### src/rtl/mem_arbiter.sv
// Two-port (instruction/data) arbiter in front of a single shared memory port.
// Round-robin on simultaneous requests; one outstanding memory transaction at a time.
module mem_arbiter #(
  parameter int ADDR_W = 32,
  parameter int DATA_W = 32
) (
  input  logic                  clk,
  input  logic                  rst,
  input  logic                  i_read,
  input  logic [ADDR_W-1:0]     i_address,
  output logic [DATA_W-1:0]     i_rdata,
  output logic                  i_resp,
  input  logic                  d_read,
  input  logic                  d_write,
  input  logic [ADDR_W-1:0]     d_address,
  input  logic [DATA_W-1:0]     d_wdata,
  input  logic [DATA_W/8-1:0]   d_byte_enable,
  output logic [DATA_W-1:0]     d_rdata,
  output logic                  d_resp,
  output logic                  mem_read,
  output logic                  mem_write,
  output logic [ADDR_W-1:0]     mem_address,
  output logic [DATA_W-1:0]     mem_wdata,
  output logic [DATA_W/8-1:0]   mem_byte_enable,
  input  logic [DATA_W-1:0]     mem_rdata,
  input  logic                  mem_resp,
  output logic                  busy
);

  localparam int BE_W = DATA_W / 8;

  typedef enum logic [2:0] {
    IDLE   = 3'd0,
    BUSY_I = 3'd1,
    BUSY_D = 3'd2,
    RESP_I = 3'd3,
    RESP_D = 3'd4
  } state_t;

  state_t              state_q;
  logic                last_grant_q;   // 1 = data side won the last grant
  logic                op_write_q;
  logic                mem_read_q;
  logic                mem_write_q;
  logic [ADDR_W-1:0]   mem_address_q;
  logic [DATA_W-1:0]   mem_wdata_q;
  logic [BE_W-1:0]     mem_be_q;
  logic [DATA_W-1:0]   i_rdata_q;
  logic [DATA_W-1:0]   d_rdata_q;
  logic                i_resp_q;
  logic                d_resp_q;
  logic                busy_q;

  logic                i_req;
  logic                d_req;
  logic                grant_d_side;

  assign i_req = i_read;
  assign d_req = d_read | d_write;

  // On a tie the side that did not win last time is served.
  always_comb begin
    grant_d_side = 1'b0;
    if (d_req && (!i_req || !last_grant_q)) begin
      grant_d_side = 1'b1;
    end
  end

  always_ff @(posedge clk or negedge rst) begin
    if (!rst) begin
      state_q       <= IDLE;
      last_grant_q  <= 1'b1;
      op_write_q    <= 1'b0;
      mem_read_q    <= 1'b0;
      mem_write_q   <= 1'b0;
      mem_address_q <= '0;
      mem_wdata_q   <= '0;
      mem_be_q      <= '0;
      i_rdata_q     <= '0;
      d_rdata_q     <= '0;
      i_resp_q      <= 1'b0;
      d_resp_q      <= 1'b0;
      busy_q        <= 1'b0;
    end else begin
      case (state_q)
        IDLE: begin
          if (i_req || d_req) begin
            busy_q       <= 1'b1;
            last_grant_q <= grant_d_side;
            if (grant_d_side) begin
              // A simultaneous read+write request is carried out as a write.
              state_q       <= BUSY_D;
              op_write_q    <= d_write;
              mem_read_q    <= ~d_write;
              mem_write_q   <= d_write;
              mem_address_q <= d_address;
              mem_wdata_q   <= d_write ? d_wdata : '0;
              mem_be_q      <= d_write ? d_byte_enable : '1;
            end else begin
              state_q       <= BUSY_I;
              op_write_q    <= 1'b0;
              mem_read_q    <= 1'b1;
              mem_write_q   <= 1'b0;
              mem_address_q <= i_address;
              mem_wdata_q   <= '0;
              mem_be_q      <= '1;
            end
          end
        end

        BUSY_I, BUSY_D: begin
          if (mem_resp) begin
            mem_read_q  <= 1'b0;
            mem_write_q <= 1'b0;
            if (state_q == BUSY_I) begin
              state_q   <= RESP_I;
              i_rdata_q <= mem_rdata;
              i_resp_q  <= 1'b1;
            end else begin
              state_q   <= RESP_D;
              d_rdata_q <= op_write_q ? '0 : mem_rdata;
              d_resp_q  <= 1'b1;
            end
          end
        end

        RESP_I, RESP_D: begin
          state_q  <= IDLE;
          i_resp_q <= 1'b0;
          d_resp_q <= 1'b0;
          busy_q   <= 1'b0;
        end

        default: begin
          state_q     <= IDLE;
          mem_read_q  <= 1'b0;
          mem_write_q <= 1'b0;
          i_resp_q    <= 1'b0;
          d_resp_q    <= 1'b0;
          busy_q      <= 1'b0;
        end
      endcase
    end
  end

  assign mem_read        = mem_read_q;
  assign mem_write       = mem_write_q;
  assign mem_address     = mem_address_q;
  assign mem_wdata       = mem_wdata_q;
  assign mem_byte_enable = mem_be_q;
  assign i_rdata         = i_rdata_q;
  assign d_rdata         = d_rdata_q;
  assign i_resp          = i_resp_q;
  assign d_resp          = d_resp_q;
  assign busy            = busy_q;

endmodule

### config.mk
export PLATFORM = sky130hd
export DESIGN_NAME = mem_arbiter
export DESIGN_NICKNAME = d
export VERILOG_FILES = /design/src/rtl/mem_arbiter.sv
export SDC_FILE = /design/constraint.sdc
export NUM_CORES = 1
export LEC_CHECK = 0
export ABC_AREA = 1
export CORE_MARGIN = 3
export CORE_UTILIZATION = 46
export CTS_BUF_LIST = sky130_fd_sc_hd__clkbuf_2
export DETAILED_ROUTE_END_ITERATION = 12
export GPL_ROUTABILITY_DRIVEN = 0
export MAX_ROUTING_LAYER = met4
export PLACE_DENSITY = 0.88
export SETUP_SLACK_MARGIN = 0.02
export SLEW_MARGIN = 20
export SYNTH_ARGS = -nofsm -noshare
export SYNTH_HDL_FRONTEND = slang
export SYNTH_SLANG_ARGS = --single-unit
### constraint.sdc
create_clock -name clk -period 2.6 [get_ports clk]
set_clock_uncertainty 0.2 [all_clocks]
set_input_delay 0.39 -clock clk [delete_from_list [all_inputs] [get_ports clk]]
set_output_delay 0.39 -clock clk [all_outputs]
set_load 0.01 [all_outputs]
==> metrics.md <==
| Metric | Value |
|---|---|
| Pins Over Slew Limit | 0 |
| Worst skew pair latency | 0.70 ns |
| Int Pwr | 6260 µW |
| Dpl hpwl | 13100 µm |
| Row Count | 41 |
| Critical path arrival | 1.72 ns |
| Worst R2R Start | state_q[1] |
| Top-Level Pins | 275 |
| Antenna viol nets, final | 0 |
| Peak VDD IR | 656 µV |
| P_leak | 0.00481 µW |
| CTS tree | yes |
| Critical path's largest stage delay | 0.58 ns |
| Pwr per Cell Area | 1050 nW/µm² |
| Die X | 120 µm |
| Average vias per placed instance | 5.12 |
| Worst Setup SP | mem_wdata[9] |
| Die area | 14400 µm² |
| Worst-margin pin slew | 0.664 ns |
| Largest net degree at the start of global routing | 92 |
| Peak fanout along the critical path | 2 |
| Fin. Hold Viols | 0 |
| Endpoints failing setup | 0 |
| IO buf count | 274 |
| Number of global-route vias before repair | 6326 |
| Core footprint | 12700 µm² |
| Post-synth net total | 837 |
| Total wire length | 20900 µm |
| Clock Pin Slew Worst Setup and Hold Paths | 0.22 ns |
| FF-to-FF path depth | 6 |
| Syn Inst Count | 699 |
| Worst Hold Class | input port to register |
| Comb power frac | 50.1% |
| Crit-path cells | clkdlybuf4s50_1 |
| Number of setup buffers added after CTS | 0 |
| Most frequent cells in the layout | nand2_1, clkdlybuf4s50_1, dfrtp_1 |
| Reg2reg end | mem_wdata[28] |
| Clock tree buffer depth | 2 |
| Required time worst endpoint | 2.01 ns |
| Proportion of layout cells with a drive suffix above 1 | 5.56% |
| Worst Hold End | i_rdata[27] |
| Drc violations | 0 |
| Number of clock sinks | 142 |
| Yosys warnings | 0 |
| Die H | 120 µm |
| Slew margin rel. | 55.7% |
| Root buffer cell | clkbuf_2 |
| P&R area growth vs syn | 63.3% |
| Initial Utilization | 47.2% |
| Detailed-route via count | 6228 |
| Initial drt markers | 442 |
| First-pass GRT wire length | 32700 µm |
| Mean Syn Cell Area | 8.56 µm² |
| Minimum clock period | 2.31 ns |
| Hold_sp | mem_rdata[27] |
| Worst hold slack | 0.102 ns |
| CTS buffer count | 17 |
| R2R Setup Slk | 0.77 ns |
| Status | complete, no violations |
| Remaining global-route overflow | 0 |
| Seq pwr share | 36.9% |
| Mapped Area | 5980 µm² |
| RSZ-0062 raised after global routing | false |
| Fillcell total | 865 |
| Register area share after synthesis | 59.4% |
| CP Buf/Inv Count | 1 |
| CTS H-Tree Depth | 4 |
| Sw Share | 39.2% |
| Sw power | 4040 µW |
| Register bit total from synthesis | 142 |
| CP max stage cell | clkdlybuf4s50_1 |
| CP Capture Type | output pin |
| Cell variety after synth | 19 |
| Initial antenna violation count | 1 |
| Max Fclk | 0.433 GHz |
| Hold depth | 3 |
| Critical path type | register to output pin |
| Crit share post-route | 88.7% |
| Post-DR wirelength/cell | 17.2 µm |
| CP top delay family | buffers and inverters |
| Setup crit start kind | register |
| Overall global routing resource usage | 30.0% |
| # nets final | 1169 |
| Drt pass-1 iters | 6 |
| Commonest non-fill, non-tap cell in the layout | nand2_1 |
| Max Cap Viol | 0 |
| Setup TNS | 0 ns |
| Clock group share of total power | 13.0% |
[cell families after synthesis]
group | count (synthesis) | synth area share, %
flip-flops | 142 | 59.4
AND/OR/NAND/NOR | 371 | 25.1
buffers and inverters | 113 | 8.07
AO/OA/AOI/OAI | 73 | 7.44
[worst register-to-register path, cell delays in order (launching register included)]
cell and delay (ns):
dfrtp_1 0.52, nor2_4 0.16, nand2_2 0.10, inv_2 0.23, buf_4 0.31, nand3_1 0.16
nand2_1 0.11
[cell type report]
cell class / count / area (µm²) / share of cell area, %
flip-flops and latches: 142 / 3550 / 36.4
repair buffers: 354 / 3530 / 36.1
multi-input cells: 444 / 1960 / 20.0
inverters: 72 / 270 / 2.77
well taps: 172 / 215 / 2.20
clock inverters: 13 / 146 / 1.50
clock buffers: 19 / 95.1 / 0.973
diodes: 1 / 2.50 / 0.0256
[worst max-delay path by stage]
| stage | cells after the start | endpoint |
|---|---|---|
| 2_1_floorplan | 9 | mem_address[24] |
| 3_3_place_gp | 8 | mem_address[3] |
| 3_5_place_dp | 8 | mem_address[1] |
| 4_1_cts | 1 | busy |
| 5_1_grt | 1 | d_rdata[2] |
| 6_report | 1 | mem_wdata[9] |
[state kept, by name (all words and copies together), names as in the netlist, 3 cells and up]
name,count
mem_byte_enable,4
state_q,3
d_rdata,32
mem_address,32
mem_wdata,32
i_rdata,32
[cells in the mapped netlist (all sizes together)]
| cell type | n | area (µm²) |
|---|---|---|
| o21ai | 39 | 195 |
| o211ai | 32 | 240 |
| inv | 72 | 270 |
| buf | 25 | 153 |
| a21oi | 2 | 10.0 |
| nand4 | 1 | 6.26 |
| nand3 | 66 | 330 |
| nor2 | 21 | 98.8 |
| dfrtp | 141 | 3530 |
| dfstp | 1 | 26.3 |
| clkbuf | 16 | 60.1 |
| nand2 | 283 | 1060 |
[per-stage QoR]
stage | total power, µW | cells | setup slack (ns) | cell area [µm²] | utilization (%)
after detailed placement | 8800 | 1119 | 0.543 | 8880 | 70.1
final | 10300 | 1217 | 0.293 | 9770 | 77.1
after CTS | 10200 | 1216 | 0.217 | 9770 | 77.1
after floorplan | 6060 | 699 | 1.07 | 5980 | -
after global routing | 11000 | 1217 | 0.165 | 9770 | 77.1
after global placement | 8650 | 1119 | 0.609 | 8880 | 70.1
[per-layer routing]
metal / vias to the layer above / global-route usage, % / wire length [µm]
met4: 0 / 16.1 / 951
met1: 2945 / 33.0 / 7730
met5: - / - / 0
li1: 2864 / - / -
met2: 335 / 48.2 / 10400
met3: 84 / 10.5 / 1880
[power by group through the flow]
stage,clock network (µW),registers [µW],logic [µW]
2_1_floorplan,0,4180,1880
3_3_place_gp,0,3770,4880
3_5_place_dp,0,3770,5030
4_1_cts,1370,3750,5110
5_1_grt,1460,3900,5600
6_report,1340,3800,5170
[timing repair]
| item | in CTS | in global routing |
|---|---|---|
| hold buffers | 65 | 0 |
| gates resized for setup | 0 | 0 |
| endpoints found under the hold margin | 228 | 0 |
Note: power is estimated with default switching activity, not from simulation.
